## src/rtl/hilo_mult_unit.sv

```systemverilog
// rtl/hilo_mult_unit.sv - sequential signed shift-add multiplier driving the HI/LO register pair
// Define HILO_FAST_MULT_EN to replace the iterative RUN phase with a single-step multiply.
module hilo_mult_unit #(
    parameter int WIDTH = 32
) (
    input  logic             clk,
    input  logic             reset,
    input  logic             start,
    input  logic [WIDTH-1:0] opA,
    input  logic [WIDTH-1:0] opB,
    input  logic             hiWrite,
    input  logic             loWrite,
    input  logic             readHi,
    output logic             busy,
    output logic             done,
    output logic [WIDTH-1:0] hi,
    output logic [WIDTH-1:0] lo,
    output logic [WIDTH-1:0] hiloOut
);

    typedef enum logic [1:0] {
        S_IDLE,
        S_RUN,
        S_DONE
    } state_t;

    state_t               r_state;
    state_t               w_next;
    logic [2*WIDTH-1:0]   r_product;
    logic                 r_pend_hi;
    logic                 r_pend_lo;
    logic                 w_last;

`ifdef HILO_FAST_MULT_EN
    logic signed [2*WIDTH-1:0] w_fast_prod;

    assign w_fast_prod = $signed(opA) * $signed(opB);
    assign w_last      = 1'b0;
`else
    localparam int CW = $clog2(WIDTH + 1);

    logic [2*WIDTH-1:0]   r_acc;
    logic [WIDTH-1:0]     r_mcand;
    logic                 r_sign;
    logic [CW-1:0]        r_count;
    logic [WIDTH:0]       w_abs_a;
    logic [WIDTH:0]       w_abs_b;
    logic [WIDTH:0]       w_upper_sum;
    logic [2*WIDTH-1:0]   w_acc_next;
    logic [2*WIDTH-1:0]   w_signed_res;

    // One extra bit so the most-negative operand's magnitude is representable.
    assign w_abs_a = opA[WIDTH-1] ? ({1'b0, ~opA} + {{WIDTH{1'b0}}, 1'b1}) : {1'b0, opA};
    assign w_abs_b = opB[WIDTH-1] ? ({1'b0, ~opB} + {{WIDTH{1'b0}}, 1'b1}) : {1'b0, opB};

    assign w_upper_sum  = r_acc[0] ? ({1'b0, r_acc[2*WIDTH-1:WIDTH]} + {1'b0, r_mcand})
                                   : {1'b0, r_acc[2*WIDTH-1:WIDTH]};
    assign w_acc_next   = {w_upper_sum, r_acc[WIDTH-1:1]};
    assign w_signed_res = r_sign ? ({2*WIDTH{1'b0}} - w_acc_next) : w_acc_next;
    assign w_last       = (r_state == S_RUN) && (r_count == CW'(1));
`endif

    always_ff @(posedge clk) begin
        if (reset) begin
            r_state <= S_IDLE;
        end else begin
            r_state <= w_next;
        end
    end

    always_comb begin
        w_next = r_state;
        busy   = 1'b0;
        done   = 1'b0;
        case (r_state)
            S_IDLE: begin
                if (start) begin
`ifdef HILO_FAST_MULT_EN
                    w_next = S_DONE;
`else
                    w_next = S_RUN;
`endif
                end
            end
            S_RUN: begin
                busy = 1'b1;
                if (w_last) begin
                    w_next = S_DONE;
                end
            end
            S_DONE: begin
                done   = 1'b1;
                w_next = S_IDLE;
            end
            default: w_next = S_IDLE;
        endcase
    end

    always_ff @(posedge clk) begin
        if (reset) begin
            r_product <= '0;
            r_pend_hi <= 1'b0;
            r_pend_lo <= 1'b0;
            hi        <= '0;
            lo        <= '0;
`ifndef HILO_FAST_MULT_EN
            r_acc     <= '0;
            r_mcand   <= '0;
            r_sign    <= 1'b0;
            r_count   <= '0;
`endif
        end else begin
            if (r_state == S_RUN) begin
                r_pend_hi <= r_pend_hi | hiWrite;
                r_pend_lo <= r_pend_lo | loWrite;
`ifndef HILO_FAST_MULT_EN
                r_acc     <= w_acc_next;
                r_count   <= r_count - 1'b1;
                if (w_last) begin
                    r_product <= w_signed_res;
                end
`endif
            end else begin
                // IDLE and DONE commit; pending flags are only ever set in RUN, so in IDLE they are 0.
                if (hiWrite || r_pend_hi) begin
                    hi <= r_product[2*WIDTH-1:WIDTH];
                end
                if (loWrite || r_pend_lo) begin
                    lo <= r_product[WIDTH-1:0];
                end
                r_pend_hi <= 1'b0;
                r_pend_lo <= 1'b0;
            end

            if (r_state == S_IDLE && start) begin
`ifdef HILO_FAST_MULT_EN
                r_product <= w_fast_prod;
`else
                r_mcand   <= w_abs_a[WIDTH-1:0];
                r_acc     <= {{WIDTH{1'b0}}, w_abs_b[WIDTH-1:0]};
                r_sign    <= opA[WIDTH-1] ^ opB[WIDTH-1];
                r_count   <= CW'(WIDTH);
`endif
            end
        end
    end

    assign hiloOut = readHi ? hi : lo;

endmodule

```

## config.mk

```make
export PLATFORM = sky130hd
export DESIGN_NAME = hilo_mult_unit
export DESIGN_NICKNAME = d
export VERILOG_FILES = /design/src/rtl/hilo_mult_unit.sv
export SDC_FILE = /design/constraint.sdc
export NUM_CORES = 1
export LEC_CHECK = 0
export ABC_CLOCK_PERIOD_IN_PS = 4210
export BUFFER_PORTS_ARGS = -buffer_cell sky130_fd_sc_hd__buf_2
export CORE_ASPECT_RATIO = 0.9
export CORE_MARGIN = 4
export CORE_UTILIZATION = 35
export CTS_CLUSTER_SIZE = 12
export DETAILED_ROUTE_END_ITERATION = 6
export GPL_ROUTABILITY_DRIVEN = 0
export SLEW_MARGIN = 20
export SYNTH_ARGS = -nofsm -noshare
export SYNTH_HDL_FRONTEND = slang
export SYNTH_SLANG_ARGS = --single-unit
```

## constraint.sdc

```tcl
create_clock -name clk -period 4.21 [get_ports clk]
set_clock_uncertainty 0.15 [all_clocks]
set_input_delay 0.2105 -clock clk [delete_from_list [all_inputs] [get_ports clk]]
set_output_delay 0.2105 -clock clk [all_outputs]
set_load 0.02 [all_outputs]
```

* After elaboration in Yosys (flattened, before gate mapping)
Cells that the tools add are included.
** Storage, ports and cells
- Flip-flop bits (word level) :: 235
- Bits in latches :: 0
- Memory bits (writable) :: 0
- Memory bits (read-only) :: 0
- Bits of input ports :: 70
- Memories :: 0
** Cells by class
- Add/sub/neg operators :: 5
- $mul :: 0
- Div/mod/pow operators :: 0
- Magnitude comparators :: 0
- Equality and inequality tests :: 5
- Shifts and indexed selects :: 0
- Muxes and demuxes :: 14
- Bitwise gates (word level) :: 6
- Reductions and logical operators :: 12
** Operator list (number)
- 32-bit 2-to-1 mux :: 5
- 32-bit by 1-bit adder with 32-bit output (second input constant) :: 2
- 64-bit 2-to-1 mux :: 1
- 32-bit NOT :: 2
- 1-bit by 64-bit subtractor with 64-bit output (first input constant) :: 1
- 32-bit by 32-bit adder with 33-bit output :: 1
- 33-bit 2-to-1 mux :: 1
- 6-bit 2-to-1 mux :: 2
- 2-bit AND reduction :: 4
- 6-bit by 1-bit equality test with 1-bit output (second input constant) :: 1
- 6-bit by 1-bit subtractor with 6-bit output (second input constant) :: 1
- 2-bit 2-to-1 mux :: 2
- 2-bit != test (second input constant) :: 2
- 2-bit one-hot mux with 2 select lines :: 1
- 2-bit OR reduction :: 2
- 2-bit by 1-bit equality test with 1-bit output (second input constant) :: 1
- 2-bit equality test (second input constant) :: 1
- 1-bit logical AND :: 2
- 2-bit zero test :: 1
- 1-bit logical OR :: 2
- 1-bit 2-to-1 mux :: 2
- 1-bit OR :: 2
- 2-bit nonzero test :: 1
- 1-bit NOT :: 1
- 1-bit bitwise XOR :: 1

* Logic depth before layout (Yosys ltp)
Gate-level depths: netlist of the first run.
- Word-level depth :: 4
- Depth in mapped cells :: 14
- Mapped depth without buffers :: 14

* Least setup slack after synthesis of the first run
OpenSTA, ideal clock, no wires.
- Path kind :: reg2reg
- Start :: register r_acc[32]
- End :: register r_product[63]
- Data arrival time :: 3.649 ns
- Required time :: 3.974 ns
- Path slack :: 0.326 ns
- Stages on the path, launching flop included :: 15
- Path buffers :: 0
- Clock period less this slack :: 3.884 ns
- Path through :: dfxtp_1 ha_1 inv_1 fa_1 and2b_1 o2111ai_2 a211o_1 a2111oi_1 o31ai_1 a31oi_2 nand4b_2 or3_4 o41ai_2 xor2_1 a211oi_1
** On the way
- Longest elaborated chain between the ends :: 4
** RTL lines
- start: declaration :: line 42 : logic [2*WIDTH-1:0] r_acc;
- start signal: assignment :: line 117 : r_acc <= w_acc_next;
- start signal: assignment :: line 140 : r_acc <= {{WIDTH{1'b0}}, w_abs_b[WIDTH-1:0]};
- 32-bit by 32-bit adder with 33-bit output :: line 56 : assign w_upper_sum = r_acc[0] ? ({1'b0, r_acc[2*WIDTH-1:WIDTH]} + {1'b0, r_mcand})
- 33-bit 2-to-1 mux * :: line 56
- 1-bit by 64-bit subtractor with 64-bit output :: line 59 : assign w_signed_res = r_sign ? ({2*WIDTH{1'b0}} - w_acc_next) : w_acc_next;
- 64-bit 2-to-1 mux * :: line 59
- end signal: assignment :: line 120 : r_product <= w_signed_res;
- end: declaration :: line 29 : logic [2*WIDTH-1:0] r_product;
Mark *: on every way between the ends. The rest lies on a longest branch, timed or not.
A chain may end at the register's enable or synchronous reset.

* Final worst setup path of the first run
- Start :: register r_acc[39]
- End :: register r_product[63]
Same word-level chain as after synthesis.

==> run metrics, run 1 <==
largest net degree at the start of global routing=136; antenna violations before repair=0; CP Capture Type=register; CTS Sinks=235; Hold EP=r_acc[2]; Synth Warn #=0; clk_lat worst skew=~0.53 ns; Post-Synth Adder-Cell Area=3.49%; Worst Path Max Fanout=7; post-synthesis sequential area ratio=34.0%; Final Instance Area=approximately 17000 µm²; GR Util All Layers=approximately a fifth; net switching power=1.84 mW; endpoints failing setup=0; Crit-path slowest cell=or4_4; Comb pwr share=between 20% and 30%; DRC Markers=0; Syn Area/Cell=approximately 7.8 µm²; CP Buf/Inv Count=0; root buf cell=clkbuf_16; post-synthesis mux area share=3.87%; Die H=197 µm; total number of vias=13461; DP Cell Count=2376; Reg clk slew, reported paths=0.06 ns; post-route antenna net violation count=0; CP Data Required Time=4.42 ns; layout cell share with drive strength beyond 1=between 10% and 20%; hold_sp=opB[2]; Initial Utilization=35.7%; max frequency=0.249 GHz; global-route wire length before repair=between 60000 and 70000 µm; cells on worst reg2reg path=12; CP peak stage delay=0.44 ns; actual slew at the worst max-slew pin=1.08 ns; Core Box Area=38700 µm²; IO Pins=between 150 and 200; Yosys cell types=88; Syn Inst Count=1771; DP Wirelength=31100 µm; Crit Path Category=reg2reg; Clk network pwr share=39.2%; XOR/XNOR share of the synthesized area=8.04%; Post-Syn Area=13800 µm²; Simple-Gate Fraction of Synth Area=22.2%; Net Count, Synth=1879; Routed wire per std cell=17.3 µm; Relative slew margins=28.0%; R2R setup slack=0.19 ns; async set-reset flop share out of synthesis=0%; number of flops mapped to enable cells by yosys=0; TritonCTS buffer count=27; Fin. Hold Viols=0; commonest non-fill, non-tap cells in the layout=nand2_1 (324), dfxtp_1 (234), nor2_1 (175); WHS=about 0.035 ns; critical-path cell list=ha_1 > a21o_1 > a31o_4 > a211oi_4 > a21oi_1 > or4_4 > a31oi_4 > nand4_4 > or3_4 > o41ai_2 > xor2_1 > a211oi_1; Lkg Pwr=6.43 nW; post-synthesis compound-gate area fraction=24.0%; number of global-route vias before repair=between 10000 and 15000; CTS tree=done; r2r endpoint=r_product[63]; 1st-pass router iterations=5; Switching Fraction=approximately 30%; Pint=~4.3 mW; kind of cell adding the most delay to the critical path=compound AO/OA/AOI/OAI gates; worst hold path depth=4; largest family of logic cells by synthesized area=compound AO/OA/AOI/OAI gates; Period Utilization, post-route=95.4%; Die Wd=218 µm; R2R Path Start=r_acc[39]; Min-Delay Path Class=in2reg; main flop type after synthesis=dfxtp_1; max-cap viol count=0; H-Tree Depth=1; Die ar.=between 40000 and 50000 µm²; CP startpoint kind=register; critical path arrival=around 4.2 ns; number of buffers added on ports=approximately 170; crit path launch=r_acc[39]; Rows=68; placed cell area=15200 µm²; pwr/cell area=362 nW/µm²; 1st-iter DRT viols=863; Peak VDD IR=0.000293 V; fin util=between 40% and 50%; status=finished clean; Via density=5.40; fin cells=2493; clk buf depth=3; Post-Route WL=43100 µm; area growth from synthesis to layout=21.6%; grt ovf=0; min cycle time layout=4.02 ns; fin. max-slew vios=0; Nets=2058; sequential power share=40.0%; commonest non-fill, non-tap cell in the layout=nand2_1; #FFs+latches synth=235
-- registers in the layout, indices dropped and copies added, names as in the netlist --
signal,count
r_count,6
r_state,2
r_acc,64
r_pend_lo,1
hi,32
r_product,64
r_mcand,32
r_pend_hi,1
lo,32
r_sign,1
-- power groups by stage --
stage	clock [mW]	combinational [mW]	sequential, mW
2_1_floorplan	0	0.859	2.44
3_3_place_gp	0	1.18	2.48
3_5_place_dp	0	1.20	2.49
4_1_cts	2.44	1.25	2.44
5_1_grt	2.52	1.40	2.45
6_report	2.39	1.27	2.44
-- cell families after synthesis --
| family | after synthesis |
|---|---|
| buf+inv | 156 |
| fa+ha+maj | 38 |
| flops | 235 |
| xor+xnor | 127 |
| simple gates | 680 |
| mux | 49 |
| compound gates | 486 |
-- worst max path at each step --
stage          depth (start not counted)             to
2_1_floorplan                         14  r_product[63]
3_3_place_gp                          13  r_product[63]
3_5_place_dp                          14  r_product[63]
4_1_cts                               13  r_product[63]
5_1_grt                               16  r_product[63]
6_report                              12  r_product[63]
-- worst register-to-register path, stage by stage (launching register included) --
cell	delay [ns]
dfxtp_1	0.32
ha_1	0.40
a21o_1	0.25
a31o_4	0.29
a211oi_4	0.40
a21oi_1	0.15
or4_4	0.44
a31oi_4	0.29
nand4_4	0.17
or3_4	0.43
o41ai_2	0.31
xor2_1	0.17
a211oi_1	0.08
-- final cells by class --
class,instances,area (µm²)
diodes,1,2.50
clock buffers,35,726
multi-input cells,1380,8610
inverters,28,105
repair buffers,278,1850
fillers,3881,21900
well taps,525,657
clock inverters,11,161
flip-flops and latches,235,4710
-- routing by layer --
metal	share of wire (%)	track usage [%]	vias up
met5	0	0	-
met4	2.9	5.16	0
met3	4.1	2.02	74
met2	47	31.9	286
met1	46	26.7	6388
li1	-	-	6713
-- cells in the mapped netlist, types with 3 or more instances --
library cell  number  area [µm²]
xnor2_1           51         447
mux2_2            35         394
a21o_1            14         105
and2_1             6        37.5
o21ai_0           61         305
o21a_1             9        67.6
buf_1             14        52.6
nor4_1            13        81.3
a21oi_1          152         761
a221o_1            3        30.0
and3_1            10        62.6
ha_1              37         463
or4_1             17         128
buf_2              8        40.0
inv_1             26        97.6
nand4_1           16         100
nand2b_1           8        50.1
a311oi_1          31         272
o41ai_1           20         175
or3_1             20         125
clkbuf_1         105         394
or4_4              3        33.8
o21ai_1            5        25.0
xor2_1            76         666
dfxtp_1          235        4700
a21oi_2            3        26.3
nor3_1            31         155
nor3b_1            4        30.0
mux2i_1           13         130
nor2b_1            9        56.3
nand2_1          325        1220
nand3_1           21         105
a211oi_1          93         698
a211o_1            6        52.6
o31ai_1           37         278
a31oi_1            9        56.3
nor2_1           178         668
-- stage by stage --
step           power [mW]  setup TNS (ns)  setup WS [ns]
2_1_floorplan        3.30               0          0.326
3_3_place_gp         3.66               0          0.243
3_5_place_dp         3.68               0          0.160
4_1_cts              6.13               0          0.124
5_1_grt              6.37         -0.0126        -0.0126
6_report             6.10               0          0.194
-- repair_timing --
action,CTS,global route
setup endpoints to repair,0,9
resized for setup,0,13
endpoints found under the hold margin,62,0
hold buffers,66,0
buffers inserted,0,4
(Power assumes the default switching activity.)
==> run 2, diff against run 1 <==
--- a/config.mk
+++ b/config.mk
@@ -7,7 +7,7 @@
 export LEC_CHECK = 0
 export ABC_CLOCK_PERIOD_IN_PS = 4210
 export BUFFER_PORTS_ARGS = -buffer_cell sky130_fd_sc_hd__buf_2
-export CORE_ASPECT_RATIO = 0.9
+export CORE_ASPECT_RATIO = 2
 export CORE_MARGIN = 4
 export CORE_UTILIZATION = 35
 export CTS_CLUSTER_SIZE = 12
==> run metrics, run 2 (same netlist as run 1, synthesis figures left out) <==
Rows=102; Pint=3.94 mW; H-Tree Depth=1; antenna violations before repair=0; CP peak stage delay=0.42 ns; Initial Utilization=between 30% and 40%; Min-Delay Path Class=in2reg; Peak VDD IR=0.000197 V; sequential power share=42.6%; total power draw=~5.7 mW; cell mode on critical path=xor2_1; DRC Markers=0; Nets=2060; endpoints failing setup=0; Reg clk slew, reported paths=0.06 ns; Crit Path Category=reg2reg; Switching Fraction=31.1%; Final Instance Area=16600 µm²; DP Wirelength=34100 µm; WHS=0.00581 ns; fin. max-slew vios=0; CP startpoint kind=register; grt ovf=0; placed cell area=~15000 µm²; number of global-route vias before repair=12762; fin util=42.8%; Relative slew margins=28.0%; CTS Sinks=approximately 240; net switching power=1.78 mW; number of buffers added on ports=167; GR Util All Layers=19.8%; total number of vias=13532; area growth from synthesis to layout=20.3%; Via density=5.45; CP Buf/Inv Count=2; fill count=3954; layout cell share with drive strength beyond 1=17.8%; global-route wire length before repair=slightly below 70000 µm; Period Utilization, post-route=95.1%; critical path arrival=approximately 4.2 ns; max frequency=between 0.2 and 0.25 GHz; critical-path cell list=ha_2 > inv_1 > fa_1 > and2b_1 > o2111ai_2 > buf_4 > a21o_2 > a22o_1 > xor2_1 > o2111a_2 > nand4_4 > or3_4 > o41ai_4 > xor2_1 > a211oi_1; clk buf depth=3; kind of cell adding the most delay to the critical path=compound AO/OA/AOI/OAI gates; Die Wd=149 µm; Core Box Area=38900 µm²; status=finished clean; CP Data Required Time=between 4 and 5 ns; Post-Route WL=44600 µm; Crit-path slowest cell=or3_4; Routed wire per std cell=18.0 µm; largest net degree at the start of global routing=107; pre-CTS worst setup slack=-0.00960 ns; Comb pwr share=22.5%; max-cap viol count=0; 1st-iter DRT viols=862; Fin. Hold Viols=0; worst setup margin=~0.21 ns; actual slew at the worst max-slew pin=1.08 ns; 1st-pass router iterations=6; IO Pins=168; Die H=289 µm; pwr/cell area=343 nW/µm²; Worst Path Max Fanout=6; largest registers=r_acc: 64 flops, r_product: 64 flops; Die ar.=about 43000 µm²; CP Capture Type=register; CTS tree=done; commonest non-fill, non-tap cell in the layout=nand2_1; TritonCTS buffer count=24; clk_lat worst skew=0.53 ns; commonest non-fill, non-tap cells in the layout=nand2_1 (324), dfxtp_1 (235), nor2_1 (175); Clk network pwr share=34.9%; root buf cell=clkbuf_16; n_diodes=0; post-route antenna net violation count=0; Lkg Pwr=6.35 nW; min cycle time layout=4.00 ns
run 2: power groups by stage:
| stage | clock, mW | sequential, mW | combinational [mW] |
|---|---|---|---|
| global placement | 0 | 2.48 | 1.21 |
| floorplan | 0 | 2.44 | 0.859 |
| global route | 2.12 | 2.45 | 1.41 |
| finish | 1.99 | 2.44 | 1.28 |
| detailed placement | 0 | 2.49 | 1.23 |
| CTS | 2.03 | 2.44 | 1.28 |
run 2: worst paths after layout:
path            startpoint            end  slack, ns  cells after the start
min                opB[19]      r_acc[19]      0.006                      4
max              r_acc[32]  r_product[63]       0.21                     15
max reg2reg      r_acc[32]  r_product[63]       0.21                     15
min reg2reg  r_product[35]  r_product[35]       0.30                      2
run 2: routing by layer:
metal / global-route usage [%] / up-vias / routed length, µm
li1: - / 6706 / -
met1: 20.8 / 6375 / 16400
met2: 39.7 / 341 / 24900
met3: 1.49 / 110 / 1320
met4: 8.44 / 0 / 2000
met5: 0 / - / 0
run 2: layout make-up:
cell class / instances / area, µm² / share of cell area (%)
multi-input combinational: 1380 / 8620 / 51.8
sequential: 235 / 4700 / 28.3
timing repair buffer: 283 / 1870 / 11.2
clock buffer: 33 / 686 / 4.12
tap: 520 / 651 / 3.91
inverter: 28 / 105 / 0.632
clock inverter: 2 / 10.0 / 0.0601
run 2: stage by stage:
stage	TNS, ns	std cells
floorplan	0	1771
global placement	0	2388
detailed placement	-0.00960	2388
CTS	0	2480
global route	-0.0272	2481
finish	0	2481
run 2: what timing repair did:
action	4_1_cts	5_1_grt
pin swaps	0	2
hold endpoints to repair	61	0
hold buffers	57	0
resized for setup	1	15
buffers inserted	0	1
setup endpoints to repair	1	9
run 2: worst min-delay path: stages:
cell      delay (ns)
buf_2           0.11
xnor2_1         0.08
nor2_1          0.15
a311oi_1        0.07
==> run 3, diff against run 2 <==
--- a/config.mk
+++ b/config.mk
@@ -6,13 +6,14 @@
 export NUM_CORES = 1
 export LEC_CHECK = 0
 export ABC_CLOCK_PERIOD_IN_PS = 4210
-export BUFFER_PORTS_ARGS = -buffer_cell sky130_fd_sc_hd__buf_2
+export BUFFER_PORTS_ARGS = -buffer_cell sky130_fd_sc_hd__buf_4
 export CORE_ASPECT_RATIO = 2
 export CORE_MARGIN = 4
 export CORE_UTILIZATION = 35
 export CTS_CLUSTER_SIZE = 12
 export DETAILED_ROUTE_END_ITERATION = 6
 export GPL_ROUTABILITY_DRIVEN = 0
+export PLACE_DENSITY_LB_ADDON = 0.25
 export SLEW_MARGIN = 20
 export SYNTH_ARGS = -nofsm -noshare
 export SYNTH_HDL_FRONTEND = slang
==> run metrics, run 3 (same netlist as run 1, synthesis figures left out) <==
status=finished clean; number of buffers added on ports=167; Fin. Hold Viols=0; DRC Markers=0; Nets=between 2000 and 2500; root buf cell=clkbuf_16; pwr/cell area=337 nW/µm²; Die Wd=149 µm; fill count=3938; total number of vias=13464; hold_sp=opB[18]; fin. max-slew vios=0; R2R Path Start=r_acc[32]; worst hold path depth=4; Die ar.=43000 µm²; Worst Path Max Fanout=7; CP startpoint kind=register; CTS tree=done; R2R setup slack=0.19 ns; grt ovf=0; Relative slew margins=40.7%; fin util=43.8%; Hold EP=r_acc[18]; Post-Route WL=45100 µm; fin cells=2480; Min-Delay Path Class=in2reg; met1 Use GR=20.7%; clk_lat worst skew=0.52 ns; GRT Max-Usage Layer=met2; DP Wirelength=34600 µm; post-route antenna net violation count=0; H-Tree Depth=1; Crit Path Category=reg2reg; 1st-iter DRT viols=855; RSZ-0062 raised after global routing=true; CP peak stage delay=0.47 ns; DP Cell Count=2382; max frequency=0.249 GHz; cells on worst reg2reg path=15; commonest non-fill, non-tap cell in the layout=nand2_1; GR Layer Usage met2=40.5%; commonest non-fill, non-tap cells in the layout=nand2_1 (324), dfxtp_1 (235), buf_4 (217); TritonCTS buffer count=24; clk buf depth=3; 1st-pass router iterations=7; Reg clk slew, reported paths=approximately 0.06 ns; layout cell share with drive strength beyond 1=17.2%; global-route wire length before repair=between 70000 and 80000 µm; actual slew at the worst max-slew pin=0.890 ns; r2r endpoint=r_product[63]; area growth from synthesis to layout=23.3%; Routed wire per std cell=18.2 µm; critical-path cell list=ha_1 > inv_1 > fa_1 > and2b_1 > o2111ai_2 > a211o_2 > nand2_1 > o311ai_0 > o31ai_2 > buf_4 > nand4_4 > or3_4 > o41ai_2 > xor2_1 > a211oi_1; number of global-route vias before repair=about 13000; Core Box Area=38900 µm²; Via density=5.43; largest net degree at the start of global routing=93; GR Util All Layers=20.3%; Die H=289 µm; Lkg Pwr=6.41 nW; CTS Sinks=235; CP Capture Type=register; critical path arrival=4.30 ns; CP Data Required Time=4.49 ns; antenna violations before repair=0; min cycle time layout=~4.0 ns; IO Pins=around 170; Period Utilization, post-route=about 96%; max-cap viol count=0; Initial Utilization=35.5%; largest registers=r_acc: 64 flops, r_product: 64 flops; Peak VDD IR=0.000163 V; endpoints failing setup=0; met3 Use GR=1.47%; Crit-path slowest cell=a211o_2; Rows=around 100
run 3: power by group:
group          total [mW]  internal, mW  switching, mW  leakage [nW]
registers            2.44          2.33          0.118          1.91
logic                1.29         0.506          0.780          4.14
clock network        2.02          1.16          0.857         0.357
run 3: how the worst max path moves through the flow:
stage               startpoint       endpoint
floorplan            r_acc[32]  r_product[63]
global placement     r_acc[32]  r_product[61]
detailed placement   r_acc[32]  r_product[63]
CTS                  r_acc[32]  r_product[63]
global route         r_acc[32]  r_product[63]
finish               r_acc[32]  r_product[63]
run 3: metrics by stage:
| step | hold WS [ns] | setup WS, ns | total power, mW | cell area, µm² | TNS, ns |
|---|---|---|---|---|---|
| after floorplan | 0.196 | 0.326 | 3.30 | 13800 | 0 |
| after global placement | 0.289 | 0.184 | 3.71 | 15700 | 0 |
| after detailed placement | 0.293 | 0.0763 | 3.73 | 15700 | 0 |
| after CTS | 0.00579 | 0.0698 | 5.80 | 17000 | 0 |
| after global routing | 0.0221 | -0.0149 | 6.02 | 17100 | -0.0491 |
| final | 0.00654 | 0.189 | 5.75 | 17100 | 0 |
run 3: area by class of cell:
type                    count  area, µm²  area share (%)
well taps                 520        651            3.81
multi-input cells        1380       8590            50.3
clock inverters             1       5.00          0.0293
clock buffers              33        716            4.20
diodes                      1       2.50          0.0147
flip-flops and latches    235       4700            27.6
inverters                  28        105           0.616
repair buffers            282       2290            13.4
run 3: metal layers:
layer	share of wire (%)	wire length (µm)
met4	5.1	2310
met5	0	0
met1	35	16000
met3	3.2	1430
met2	56	25400
run 3: worst max-delay path, delay by kind of cell, from the launching register on:
| family | cells | cell delay [ns] |
|---|---|---|
| compound gates | 6 | 1.63 |
| fa+ha+maj | 2 | 0.59 |
| simple gates | 4 | 0.83 |
| buf+inv | 2 | 0.25 |
| xor+xnor | 1 | 0.11 |
| flops | 1 | 0.36 |
run 3: repair_timing:
item / in CTS / in global routing
hold buffers: 63 / 0
gates resized for setup: 0 / 6
setup endpoints to repair: 0 / 9
endpoints found under the hold margin: 55 / 0
buffers inserted: 0 / 0
